File: src/rtl/hmm_seq_ctrl.sv
// HMM sequence controller: double-buffers MFCC frames and
// drives per-model HMM scoring and the Viterbi write stream.
module hmm_seq_ctrl #(
    parameter int NUM_MODELS = 3,
    parameter int NFEAT      = 13
) (
    input  logic        clk,
    input  logic        reset,
    input  logic        mfcc_dv,
    input  logic [4:0]  mfcc_index,
    input  logic [31:0] mfcc_x,
    output logic        hmm_start,
    output logic [1:0]  hmm_model,
    input  logic        hmm_load,
    input  logic [4:0]  hmm_rd_index,
    output logic [31:0] hmm_x,
    input  logic        hmm_ll_dv,
    input  logic [63:0] hmm_ll,
    input  logic        hmm_done,
    output logic        vit_write,
    output logic [1:0]  vit_model,
    output logic [31:0] vit_x,
    input  logic        vit_busy,
    output logic        frame_drop,
    output logic [7:0]  drop_cnt,
    output logic        busy
);

    localparam int AW    = (NFEAT > 1) ? $clog2(NFEAT) : 1;
    localparam int DEPTH = 1 << AW;
    localparam logic [5:0] NF    = 6'(NFEAT);
    localparam logic [5:0] LAST  = 6'(NFEAT - 1);
    localparam logic [1:0] LASTM = 2'(NUM_MODELS - 1);

    typedef enum logic [2:0] {
        S_IDLE,
        S_START,
        S_RUN,
        S_FLUSH,
        S_NEXT
    } state_t;

    state_t      r_state;
    state_t      w_next;

    logic [31:0] r_buf [2][DEPTH];
    logic [1:0]  r_full;
    logic        r_fill_bank;
    logic        r_score_bank;
    logic        r_dropping;
    logic [1:0]  r_model;
    logic        r_pend;
    logic [31:0] r_pend_x;
    logic [31:0] r_hmm_x;
    logic        r_frame_drop;
    logic [7:0]  r_drop_cnt;

    logic        w_in_rng;
    logic        w_first;
    logic        w_last;
    logic        w_both;
    logic        w_discard;
    logic        w_wr;
    logic        w_active;
    logic        w_cap;
    logic        w_emit;
    logic        w_oldest;
    logic        w_ld_rng;
    logic        w_lastm;
    logic        w_go;
    logic        w_clr;
    logic        w_pos_ovf;
    logic        w_neg_ovf;
    logic [31:0] w_sat;

    assign w_in_rng  = {1'b0, mfcc_index} < NF;
    assign w_first   = (mfcc_index == 5'd0);
    assign w_last    = ({1'b0, mfcc_index} == LAST);
    assign w_both    = &r_full;
    // A frame is dropped as a whole once its first beat saw no room
    assign w_discard = w_first ? w_both : r_dropping;
    assign w_wr      = mfcc_dv && w_in_rng && !w_discard;
    assign w_active  = (r_state == S_RUN) || (r_state == S_FLUSH);
    assign w_cap     = w_active && hmm_ll_dv;
    assign w_emit    = r_pend && !vit_busy;
    // With both banks full the fill pointer has wrapped onto the oldest
    assign w_oldest  = w_both ? r_fill_bank : ~r_full[0];
    assign w_ld_rng  = {1'b0, hmm_rd_index} < NF;
    assign w_lastm   = (r_model >= LASTM);
    assign w_go      = (r_state == S_IDLE) && (|r_full);
    assign w_clr     = (r_state == S_NEXT) && w_lastm;

    assign w_pos_ovf = !hmm_ll[63] && (|hmm_ll[62:31]);
    assign w_neg_ovf = hmm_ll[63] && !(&hmm_ll[62:31]);
    assign w_sat     = w_pos_ovf ? 32'h7FFF_FFFF :
                       w_neg_ovf ? 32'h8000_0000 :
                       hmm_ll[31:0];

    // Frame buffer storage, no reset needed
    always_ff @(posedge clk) begin
        if (w_wr) begin
            r_buf[r_fill_bank][mfcc_index[AW-1:0]] <= mfcc_x;
        end
    end

    // Bank full flags, fill pointer and frame drop accounting
    always_ff @(posedge clk) begin
        if (reset) begin
            r_full       <= 2'b00;
            r_fill_bank  <= 1'b0;
            r_dropping   <= 1'b0;
            r_frame_drop <= 1'b0;
            r_drop_cnt   <= 8'd0;
        end else begin
            r_frame_drop <= 1'b0;
            if (mfcc_dv && w_in_rng && w_first) begin
                r_dropping <= w_both;
                if (w_both) begin
                    r_frame_drop <= 1'b1;
                    if (r_drop_cnt != 8'hFF) begin
                        r_drop_cnt <= r_drop_cnt + 8'd1;
                    end
                end
            end
            if (w_wr && w_last) begin
                r_full[r_fill_bank] <= 1'b1;
                r_fill_bank         <= ~r_fill_bank;
            end
            if (w_clr) begin
                r_full[r_score_bank] <= 1'b0;
            end
        end
    end

    // FSM state register
    always_ff @(posedge clk) begin
        if (reset) begin
            r_state <= S_IDLE;
        end else begin
            r_state <= w_next;
        end
    end

    // Next-state logic and state-decoded outputs
    always_comb begin
        w_next    = r_state;
        hmm_start = 1'b0;
        busy      = (r_state != S_IDLE);
        unique case (r_state)
            S_IDLE: begin
                if (|r_full) w_next = S_START;
            end
            S_START: begin
                hmm_start = 1'b1;
                w_next    = S_RUN;
            end
            S_RUN: begin
                if (hmm_done) w_next = S_FLUSH;
            end
            S_FLUSH: begin
                if (!r_pend) w_next = S_NEXT;
            end
            S_NEXT: begin
                w_next = w_lastm ? S_IDLE : S_START;
            end
            default: w_next = S_IDLE;
        endcase
    end

    // Model counter, score bank, likelihood holding reg, feature readback
    always_ff @(posedge clk) begin
        if (reset) begin
            r_model      <= 2'd0;
            r_score_bank <= 1'b0;
            r_pend       <= 1'b0;
            r_pend_x     <= 32'd0;
            r_hmm_x      <= 32'd0;
        end else begin
            if (w_go) begin
                r_score_bank <= w_oldest;
                r_model      <= 2'd0;
            end
            if ((r_state == S_NEXT) && !w_lastm) begin
                r_model <= r_model + 2'd1;
            end
            if (w_cap) begin
                r_pend   <= 1'b1;
                r_pend_x <= w_sat;
            end else if (w_emit) begin
                r_pend <= 1'b0;
            end
            if (w_active && hmm_load) begin
                r_hmm_x <= w_ld_rng ?
                    r_buf[r_score_bank][hmm_rd_index[AW-1:0]] :
                    32'd0;
            end
        end
    end

    assign hmm_model  = r_model;
    assign hmm_x      = r_hmm_x;
    assign vit_write  = w_emit;
    assign vit_model  = r_model;
    assign vit_x      = r_pend_x;
    assign frame_drop = r_frame_drop;
    assign drop_cnt   = r_drop_cnt;

endmodule

File: config.mk
export PLATFORM = sky130hd
export DESIGN_NAME = hmm_seq_ctrl
export DESIGN_NICKNAME = d
export VERILOG_FILES = /design/src/rtl/hmm_seq_ctrl.sv
export SDC_FILE = /design/constraint.sdc
export NUM_CORES = 1
export LEC_CHECK = 0
export BUFFER_PORTS_ARGS = -buffer_cell sky130_fd_sc_hd__buf_2
export CORE_MARGIN = 4
export CORE_UTILIZATION = 59
export DETAILED_ROUTE_END_ITERATION = 8
export PLACE_DENSITY = 0.77
export SLEW_MARGIN = 20
export SYNTH_ARGS = -nofsm -noshare
export SYNTH_HDL_FRONTEND = slang
export SYNTH_SLANG_ARGS = --single-unit
export TNS_END_PERCENT = 5
File: constraint.sdc
create_clock -name clk -period 7.9 [get_ports clk]
set_input_delay 1.58 -clock clk [delete_from_list [all_inputs] [get_ports clk]]
set_output_delay 1.58 -clock clk [all_outputs]
set_load 0.1 [all_outputs]
**After elaboration in Yosys (flattened, before gate mapping)**

Memory sizes are Yosys's and may differ from the RTL's. A register that Yosys moved wholly into a read port is not among the register bits.
Cells that the tools add are included.

- Add/subtract/negate cells: 2
- Magnitude comparators: 10
- Equal/unequal tests: 9
- Multiplexer cells: 32
- Bitwise logic cells: 8
- Reduce and logical (&&, ||, !) cells: 33

Operator list:

| operator | number |
|---|---|
| 512-bit two-way mux | 1 |
| 32-bit two-way mux | 6 |
| 32-bit binary-select mux with 4-bit select | 1 |
| 32-bit demux with 4-bit select | 1 |
| 32-bit AND reduction | 1 |
| 32-bit OR reduction | 1 |
| 1-bit logical AND | 15 |
| 3-bit case mux with 5 select lines | 1 |
| 1-bit two-way mux | 12 |
| 5-bit greater-or-equal comparator, second input constant | 2 |
| 5-bit by 4-bit < comparator with 1-bit output, second input constant | 2 |
| 2-bit two-way mux | 5 |
| 4-bit inverter with 5-bit output | 2 |
| 3-bit two-way mux | 3 |
| 8-bit by 1-bit adder with 8-bit output, second input constant | 1 |
| 8-bit != test, second input constant | 1 |
| 3-bit by 2-bit equality test with 1-bit output, second input constant | 2 |
| 5-bit by 4-bit equality test with 1-bit output, second input constant | 1 |
| 1-bit logical NOT | 5 |
| 5-bit logical NOT | 1 |
| 5-bit by 1-bit < comparator with 1-bit output, second input constant | 1 |
| 1-bit by 2-bit < comparator with 1-bit output, second input constant | 2 |
| 2-bit != test, second input constant | 2 |
| 4-bit AND reduction | 1 |
| other kinds (18) | 24 |

- Flip-flop bits (word level): 84
- RAM bits: 1,024
- Bits of input ports: 113
- Output and inout port bits: 80
- Word-level logic and storage cells: 106
- Memories kept: 1

Memory list:

| memory | words | width | rd ports | clocked after memory_dff | wr ports | RTL line | RTL |
|---|---|---|---|---|---|---|---|
| r_buf | 2 | 512 | 1 | 1 | 1 | 46 | `logic [31:0] r_buf [2][DEPTH];` |

**Depth between registers and ports, before layout**

Gate-level depths: netlist of the first run.

- Word-level depth: 9
- Depth in mapped cells: 9
- Mapped depth without buffers: 7

**Worst setup path after synthesis of the first run**

OpenSTA, ideal clock, no wires.

- Path type: input to register
- From: input port mfcc_index[3]
- To: memory r_buf[1][224] in the netlist's numbering, enable pin
- Arrival: 4,376 ps
- Data required time: 7,479 ps
- Slack: 3,103 ps
- Stages: 5
- Buffers on the path: 1
- Path through: or4_4 -> a221o_1 -> or3_1 -> buf_6 -> nor2_1

- Word-level cells in the longest chain between the ends: 6

Ends and longest elaborated chain:

| item | RTL line | RTL |
|---|---|---|
| start: declaration | 10 | `input logic [4:0] mfcc_index,` |
| 4-bit inverter with 5-bit output (implied by the code) / 5-bit logical NOT (equally long branches) | 102, 77 |  |
| 5-bit greater-or-equal comparator (implied by the code), or another cell as far along | 102 | `r_buf[r_fill_bank][mfcc_index[AW-1:0]] <= mfcc_x;` |
| 1-bit logical AND (implied by the code) / 1-bit logical NOT (equally long branches) | 102, 82 |  |
| 32-bit two-way mux (implied by the code) / 1-bit logical AND (equally long branches) | 102, 82 |  |
| 32-bit demux with 4-bit select / 1-bit two-way mux (equally long branches) | 102, 101 |  |
| 512-bit two-way mux (implied by the code) (*) | 102 |  |
| end: declaration | 46 |  |

Every way passes the cells marked *; elsewhere a longest branch is shown, timed or not.

**Final worst setup path of the first run**

- From: input port mfcc_index[3]
- To: memory r_buf[0][399] in the netlist's numbering, enable pin

Same word-level chain as after synthesis.

==> run metrics, run 1 <==
Site Rows 89; I/O pins 193; Hold WS around 460 ps; Starting Density 59.55%; Sw Pwr 2.108 mW; CTS Buf Count 86; gr usage total 26.85%; Setup Skew 23.80 ps; Mean Syn Cell Area 18.73 µm²; Multi-input gate area 8077 µm²; final setup vio count 0; Mapped Cells 1,873; wire length on met2 42,140 µm; Arrival @ worst endpoint around 4600 ps; CTS H-tree lvls 3; highest routed layer met5; setup repair after global routing missed its margin no; Sequential Area 26,690 µm²; PnR worst setup slack ~3600 ps; Cell Int Power ~7.9 mW; Worst-path clk slew 60 ps; layout cells sized above 1 roughly 25%; synth warn 0; Area growth syn-to-layout 14.05%; Clock Tree Root clkbuf_16; I/O Buffers 192; leakage about 13 nW; Worst Tran Pin Value 1164 ps; combinational power share under 10%; GRT overflow 0; final-stage net count 2,189; 1st-pass router iterations 5; setup TNS 0 ps; Synth cell types 50; Hold Path Class reg2reg; sw frac 21.11%; Tcrit/Tclk final 54.93%; Final Slew Violations 0; Post-synth top flop edfxtp_1; M1 WL 32,940 µm; Max-slew headroom 20.37%; Clock Latency Late Sink 640 ps; critical-path cell with the highest stage delay nor2_4; chip height 251.8 µm; largest net degree at the start of global routing 67; vias per cell 6.648; f_max 230.4 MHz; Post-CTS Repair Setup Buffers 0; FFs w/ async S/R, synth 0%; maximum fanout along the worst path 32; CP startpoint kind primary input; Seq/Total Area, Yosys 76.07%; Crit path required time slightly above 8000 ps; Seq pwr share between 50% and 60%; pwr/cell area around 250 nW/µm²; clock tree from TritonCTS built; WL/cell 29.46 µm; vias in the first global route 19,315; GPL Wtd Cong 0.8328; maxcap violations 0; DR DRC count 0; Seq cells post-synth 917; min Tclk post-route between 4000 and 5000 ps; initial antenna violation count 2; status completed; Core Box Area 58,910 µm²; Filler cells 3,585; final hold vios 0; initial DRC count roughly 2,400; peak supply drop 0.0001787 V; crit-path cells buf_2 > or4_4 > a221o_1 > nor2_1 > nand3_1 > nor2_4; global-route wire length before repair 125,500 µm; number of flops mapped to enable cells by yosys 832; CP Class in2reg; clock share of power 42.0%; post-DP HPWL 50,440 µm; CP Capture Type flip-flop; Die Area 63,430 µm²; Final ANT Viol Nets 0; pre-CTS WS 2916 ps; Mapped Area 35,080 µm²; Longest Clk Path Bufs 3; Hold Buf Count CTS 0; metal3 WL 8495 µm; Vias 19,411; final wirelength 86,020 µm; syn nets 1,988; Die Wd around 250 µm; Tot Pwr 9.983 mW; Max stage delay on crit path about 1100 ps; cts repair resizes 0; Clock Sinks 917
## final timing paths
kind | startpoint | end | slack [ps] | cells after the start
max | mfcc_index[3] | r_buf[0][399]$_DFFE_PP_ | 3560 | 6
min | hmm_x[26]$_SDFFE_PP0P_ | hmm_x[26]$_SDFFE_PP0P_ | 460 | 2
max reg2reg | flip-flop | hmm_x[3]$_SDFFE_PP0P_ | 3940 | 5
min reg2reg | hmm_x[26]$_SDFFE_PP0P_ | hmm_x[26]$_SDFFE_PP0P_ | 460 | 2
## logic make-up (layout without fill, tap and decap cells)
group                      Yosys count  in the layout  share of synthesized area, %
AOI/OAI and AO/OA                  304            304                         6.092
buffers and inverters              123            396                         1.576
muxes                              288            288                         12.89
adders and majority gates            2              2                       0.07132
other                                0              1                             0
DFF                                917            917                         76.07
and+or+nand+nor                    232            232                         3.128
xor gates and xnor gates             7              7                        0.1748
## power groups by stage
stage / logic [mW] / registers [mW] / clock network (mW)
2_1_floorplan: 0.176 / 5.49 / 0
3_3_place_gp: 0.429 / 5.44 / 0
3_5_place_dp: 0.442 / 5.44 / 0
4_1_cts: 0.445 / 5.33 / 4.23
5_1_grt: 0.477 / 5.33 / 4.45
6_report: 0.457 / 5.33 / 4.19
## cells in the mapped netlist, types with 3 or more instances
cell type / count / share of area [%]
xnor2_1: 7 / 0.17
mux4_2: 131 / 8.4
nor3_1: 12 / 0.17
nand4_1: 12 / 0.21
nand2_1: 76 / 0.81
inv_1: 5 / 0.054
buf_4: 12 / 0.26
o41ai_1: 30 / 0.75
nand3b_1: 7 / 0.15
buf_1: 8 / 0.086
nor2_1: 76 / 0.81
a21oi_1: 72 / 1.0
nor4_1: 13 / 0.23
dfxtp_1: 85 / 4.9
o22ai_1: 32 / 0.57
nand3_1: 7 / 0.10
nor2b_1: 5 / 0.089
edfxtp_1: 832 / 71
clkbuf_1: 71 / 0.76
nor3b_1: 3 / 0.064
a221oi_1: 32 / 0.80
a2111oi_0: 30 / 0.75
a22o_1: 31 / 0.77
or3_1: 3 / 0.054
nand2b_1: 6 / 0.11
o21ai_0: 34 / 0.49
a22oi_1: 31 / 0.66
buf_2: 25 / 0.36
mux2i_1: 157 / 4.5
## placed cells by master (no fill, tap or decap), drive strengths merged, types with 32 or more instances in the layout
cell	count
a21oi	72
a221oi	32
buf	231
clkbuf	118
dfxtp	85
edfxtp	832
mux2i	157
mux4	131
nand2	76
nor2	76
o21ai	34
o22ai	32
## flip-flops by register name, summed over array words and instances, names as in the netlist, 2 cells and up, named ones only
| name | count |
|---|---|
| r_state | 3 |
| drop_cnt | 8 |
| r_buf | 832 |
| vit_x | 32 |
| hmm_model | 2 |
| hmm_x | 32 |
| r_full | 2 |
## area by class of cell
class / instances / share of cell area (%)
inverter: 5 / 0.04691
sequential: 917 / 66.71
multi-input combinational: 833 / 20.19
timing repair buffer: 231 / 3.424
tap: 773 / 2.417
clock buffer: 118 / 6.045
clock inverter: 42 / 1.166
antenna: 1 / 0.006254
## layer usage
metal / track usage [%] / up-vias
met5: 0 / -
met4: 8.780 / 2
met3: 5.113 / 135
met2: 42.73 / 1179
met1: 38.49 / 9985
li1: - / 8110
## stage by stage
step / util [%] / cell area, µm² / std cells
6_report: 67.92 / 40010 / 2920
5_1_grt: 67.92 / 40010 / 2920
4_1_cts: 67.73 / 39900 / 2915
3_5_place_dp: 62.83 / 37010 / 2755
3_3_place_gp: 62.75 / 36970 / 2753
2_1_floorplan: - / 35080 / 1873
## worst max-delay path: cells and delay by family
family	cells	cell delay, ps
and+or+nand+nor	4	2400
AOI/OAI and AO/OA	1	400
buffers and inverters	1	140
No activity file was read; power rests on OpenSTA's default activity.
==> run 2, diff against run 1 <==
==> constraint.sdc (replaced) <==
create_clock -name clk -period 4.39 [get_ports clk]
set_input_delay 0.878 -clock clk [delete_from_list [all_inputs] [get_ports clk]]
set_output_delay 0.878 -clock clk [all_outputs]
set_load 0.1 [all_outputs]
==> run 2 against run 1 <==
- via count is 0.94% higher
- clock skew hardly changed
- highest routed layer is now met4
- critical path type unchanged
- power is 78% higher
- largest cell class unchanged
- critical endpoint is now r_buf[1][176]$_DFFE_PP_
==> run metrics, run 2 (synthesis gave the netlist of run 1 again) <==
final-stage net count 2,214; most frequent cells in the layout edfxtp_1 (832), buf_2 (191), mux2i_1 (157); initial antenna violation count 2; Worst-path clk slew 60 ps; worst r2r path cells 5; Arrival @ worst endpoint 3510 ps; maxcap violations 0; I/O pins 193; utilization after layout 68.31%; Hold Path Class reg2reg; f_max a little over 300 MHz; CTS Buf Count 89; final setup vio count 0; Max-slew headroom between 20 and 30%; cts repair resizes 0; Post-CTS Repair Setup Buffers 0; Tcrit/Tclk final 74.16%; largest net degree at the start of global routing 94; end of the critical path r_buf[1][176]$_DFFE_PP_; I/O Buffers around 190; WL/cell 29.79 µm; CTS H-tree lvls 3; final hold vios 0; Sequential Area between 20,000 and 30,000 µm²; chip height 251.8 µm; initial DRC count between 2,000 and 3,000; global-route wire length before repair 128,100 µm; Clock Latency Late Sink ~640 ps; Filler cells 3,629; Final ANT Viol Nets 0; reg2reg setup slack ~1600 ps; final wirelength 87,760 µm; Vias roughly 20,000; status completed; Worst Tran Pin Value 1070 ps; pwr/cell area between 400 and 500 nW/µm²; Setup Skew 23.99 ps; Clock Sinks 917; Multi-input gate area between 8000 and 9000 µm²; vias per cell between 6 and 7; Starting Density around 60%; worst flop-to-flop path endpoint hmm_x[4]$_SDFFE_PP0P_; CP startpoint kind primary input; CP Class in2reg; Core Box Area 58,910 µm²; GRT overflow 0; setup repair after global routing missed its margin no; Clock Tree Root clkbuf_16; commonest non-fill, non-tap cell in the layout edfxtp_1; leakage 12.64 nW; Final Slew Violations 0; peak supply drop 0.0004386 V; Hold Buf Count CTS 0; CP Capture Type flip-flop; Longest Clk Path Bufs 3; GPL Wtd Cong around 0.84; layout cells sized above 1 25.69%; Die Wd 251.8 µm; post-DP HPWL ~50,000 µm; Crit path required time 4640 ps; 1st-pass router iterations 7; maximum fanout along the worst path 32; Area growth syn-to-layout 14.70%; Critical path origin mfcc_index[3]; clock tree from TritonCTS built; Die Area 63,430 µm²; setup TNS 0 ps; gr usage total 27.50%; DR DRC count 0; number of flip-flops in the largest register 832; Site Rows 89; vias in the first global route just under 20,000; min Tclk post-route 3256 ps; Hold Crit Start hmm_x[7]$_SDFFE_PP0P_; Tot Pwr 17.81 mW
==> run 2: cell types whose count changed in the layout (fill, tap and decap cells not counted), moves of 4 or more <==
cell,change
buf_12,+13
clkinvlp_4,-5
clkbuf_1,+4
clkbuf_16,+4
clkbuf_8,-6
buf_4,+11
clkinv_2,+10
a2111oi_0,+4
a2111oi_1,-4
==> run 2: cell type report <==
class	instances	share of cell area, %
antenna	1	0.006219
clock buffer	119	6.073
clock inverter	45	0.9639
inverter	5	0.04664
multi-input combinational	833	20.06
sequential	917	66.33
tap	773	2.404
timing repair buffer	253	4.120
==> run 2: routing by layer <==
metal | track usage [%] | vias up | routed length [µm] | part of all wire, %
met1 | 36.48 | 10085 | 32150 | 37
met2 | 45.69 | 1125 | 44080 | 50
li1 | - | 8174 | - | -
met3 | 5.824 | 210 | 7987 | 9.1
met5 | 0 | - | 0 | 0
met4 | 10.48 | 0 | 3545 | 4.0
==> run 2: how the worst min path moves through the flow <==
stage                             end  depth (start not counted)
2_1_floorplan    r_full[1]$_SDFF_PP0_                          1
3_3_place_gp    hmm_x[7]$_SDFFE_PP0P_                          2
3_5_place_dp    hmm_x[7]$_SDFFE_PP0P_                          2
4_1_cts         hmm_x[7]$_SDFFE_PP0P_                          2
5_1_grt        hmm_x[11]$_SDFFE_PP0P_                          2
6_report        hmm_x[7]$_SDFFE_PP0P_                          2
==> run 2: report_power, final <==
part           leakage [nW]  total (mW)  switching [mW]  internal [mW]
Sequential             8.17        9.60          0.0301           9.57
Combinational          3.08       0.800           0.599          0.201
Clock                  1.39        7.41            3.14           4.27
Total                  12.6        17.8            3.77           14.0
==> run 2: stage by stage <==
| stage | cell area, µm² | instances | worst slack (ps) | hold WS [ps] |
|---|---|---|---|---|
| 5_1_grt | 40240 | 2946 | 1029 | 492.6 |
| 6_report | 40240 | 2946 | 1134 | 468.8 |
| 3_3_place_gp | 37370 | 2780 | 553.2 | 439.3 |
| 3_5_place_dp | 37400 | 2781 | 525.8 | 442.2 |
| 4_1_cts | 40240 | 2945 | 1181 | 463.3 |
| 2_1_floorplan | 35080 | 1873 | 294.9 | 439.6 |
==> run 2: critical path, cell delays in order <==
cell and delay, ps:
buf_2 140, or4_4 550, a221o_1 410, nor2_1 200, nand3b_1 510, nor2_4 240, buf_4 530
==> run 3, diff against run 2 <==
--- a/config.mk
+++ b/config.mk
@@ -7,9 +7,9 @@
 export LEC_CHECK = 0
 export BUFFER_PORTS_ARGS = -buffer_cell sky130_fd_sc_hd__buf_2
 export CORE_MARGIN = 4
-export CORE_UTILIZATION = 59
+export CORE_UTILIZATION = 54
 export DETAILED_ROUTE_END_ITERATION = 8
-export PLACE_DENSITY = 0.77
+export PLACE_DENSITY = 0.75
 export SLEW_MARGIN = 20
 export SYNTH_ARGS = -nofsm -noshare
 export SYNTH_HDL_FRONTEND = slang
==> constraint.sdc (replaced) <==
create_clock -name clk -period 2.9 [get_ports clk]
set_input_delay 0.58 -clock clk [delete_from_list [all_inputs] [get_ports clk]]
set_output_delay 0.58 -clock clk [all_outputs]
set_load 0.1 [all_outputs]
==> run 3 against run 2 <==
- setup slack got worse by 950 ps
- sequential share of layout area decreased by 2.1 points
- core utilization is 3.7 points lower
- critical path depth down 1
- clock power up 58%
- wire length down 0.35%
- count of clock-buffer cells in the layout is 5 lower
- hold slack got worse by 250 ps
- die area grew 9.0%
- combinational power is 62% higher
==> run metrics, run 3 (synthesis gave the netlist of run 1 again) <==
initial antenna violation count 3; Seq pwr share 52.8%; CP Capture Type flip-flop; most frequent cells in the layout edfxtp_1 (832), buf_2 (191), mux2i_1 (157); final-stage net count about 2,300; DR DRC count 0; Hold Path Class in2reg; maxcap violations 0; Site Rows 93; Cell Int Power 21.76 mW; Tot Pwr about 28 mW; Clock Latency Late Sink approximately 640 ps; leakage 13.26 nW; pwr/cell area 661.9 nW/µm²; Final ANT Viol Nets 0; largest net degree at the start of global routing 66; commonest non-fill, non-tap cell in the layout edfxtp_1; min Tclk post-route 2716 ps; GRT overflow 0; Crit path required time ~3400 ps; Post-Layout Cell Count 3,113; Final Slew Violations 0; number of flip-flops in the largest register ~830; clock share of power around 43%; Multi-input gate area between 8000 and 9000 µm²; vias in the first global route 19,967; f_max 368.2 MHz; status completed; Sequential Area roughly 27,000 µm²; post-DP HPWL 55,080 µm; I/O pins 193; CTS H-tree lvls 3; Area growth syn-to-layout 18.47%; CTS Buf Count ~90; Vias between 15,000 and 20,000; Die Wd 262.9 µm; initial DRC count 2,310; global-route wire length before repair 129,700 µm; chip height around 260 µm; Starting Density 54.52%; Worst-path clk slew 60 ps; Arrival @ worst endpoint between 3000 and 4000 ps; 1st-pass router iterations 6; Tcrit/Tclk final 93.64%; Clock Tree Root clkbuf_16; sw frac approximately a fifth; Sw Pwr 5.748 mW; combinational power share 4.7%; vias per cell 6.301; I/O Buffers about 190; Max-slew headroom between 30% and 40%; Core Box Area 64,350 µm²; CP startpoint kind flip-flop; Longest Clk Path Bufs 3; final wirelength just under 90,000 µm; final hold vios 0; Worst Tran Pin Value 981.7 ps; final setup vio count 0; maximum fanout along the worst path 24; Filler cells 4,162; peak supply drop 0.0005328 V; setup repair after global routing missed its margin no; layout cells sized above 1 28.93%; GPL Wtd Cong 0.8592; Post-CTS Repair Setup Buffers 0; Die Area between 60,000 and 70,000 µm²; Setup Skew roughly 22 ps; CP Class reg2reg; gr usage total 25.10%; Clock Sinks 917; WL/cell 28.09 µm; clock tree from TritonCTS built; placed cells ~3,000
==> run 3: changes by cell type in the layout (fill, tap and decap cells not counted), sizes merged <==
| cell | delta |
|---|---|
| bufinv | +4 |
| inv | +2 |
| clkinv | -2 |
| clkbuf | -5 |
| buf | +86 |
==> run 3: final timing paths <==
path | start | to | slack [ps] | cells past startpoint
setup / recovery | flip-flop | hmm_x[8]$_SDFFE_PP0P_ | 180 | 6
hold / removal | vit_busy | r_pend$_SDFFE_PP0P_ | 220 | 3
setup reg to reg | flip-flop | hmm_x[8]$_SDFFE_PP0P_ | 180 | 6
hold reg to reg | hmm_x[4]$_SDFFE_PP0P_ | hmm_x[4]$_SDFFE_PP0P_ | 450 | 2
==> run 3: power by group through the flow <==
stage                     clock network [mW]  registers [mW]  logic, mW
after CTS                               11.9            14.5       1.30
after detailed placement                   0            14.8       1.29
final                                   11.7            14.5       1.30
after floorplan                            0            15.0      0.485
after global routing                    12.5            14.5       1.36
after global placement                     0            14.8       1.25
==> run 3: cell type report <==
class	instances	area share, %
diodes	1	0.006021
clock buffers	114	5.940
clock inverters	49	1.231
inverters	5	0.04516
multi-input cells	833	19.44
flip-flops and latches	917	64.22
well taps	855	2.574
repair buffers	339	6.548
==> run 3: routing by layer <==
layer  share of wire, %  global-route usage [%]  wire (µm)
met1                 36                   32.47      31820
met2                 52                   43.07      45210
met3                7.7                   4.222       6743
met4                4.2                   9.760       3655
met5              0.031                       0         27
==> run 3: stage by stage <==
step                TNS (ps)  instance area [µm²]  utilization [%]  setup slack, ps  hold slack, ps
floorplan            -254540                35150                -           -350.0           439.6
global placement      -12170                38570            59.94           -246.6           431.6
detailed placement    -12530                38570            59.94           -274.3           431.6
CTS                        0                41560            64.58            35.97           178.3
global route               0                41560            64.58            98.84           199.8
finish                     0                41560            64.59            184.4           220.7
==> run 3: repair_timing <==
action,in CTS,in global routing
endpoints found under the setup margin,3,1
gates resized for setup,4,1
hold buffers,0,0
cloned,0,0
==> run 3: critical path: stages, from the launching register on <==
cell	delay, ps
dfxtp_4	490
buf_12	260
buf_12	190
mux4_2	510
a22o_1	280
a2111oi_0	650
o41ai_1	160
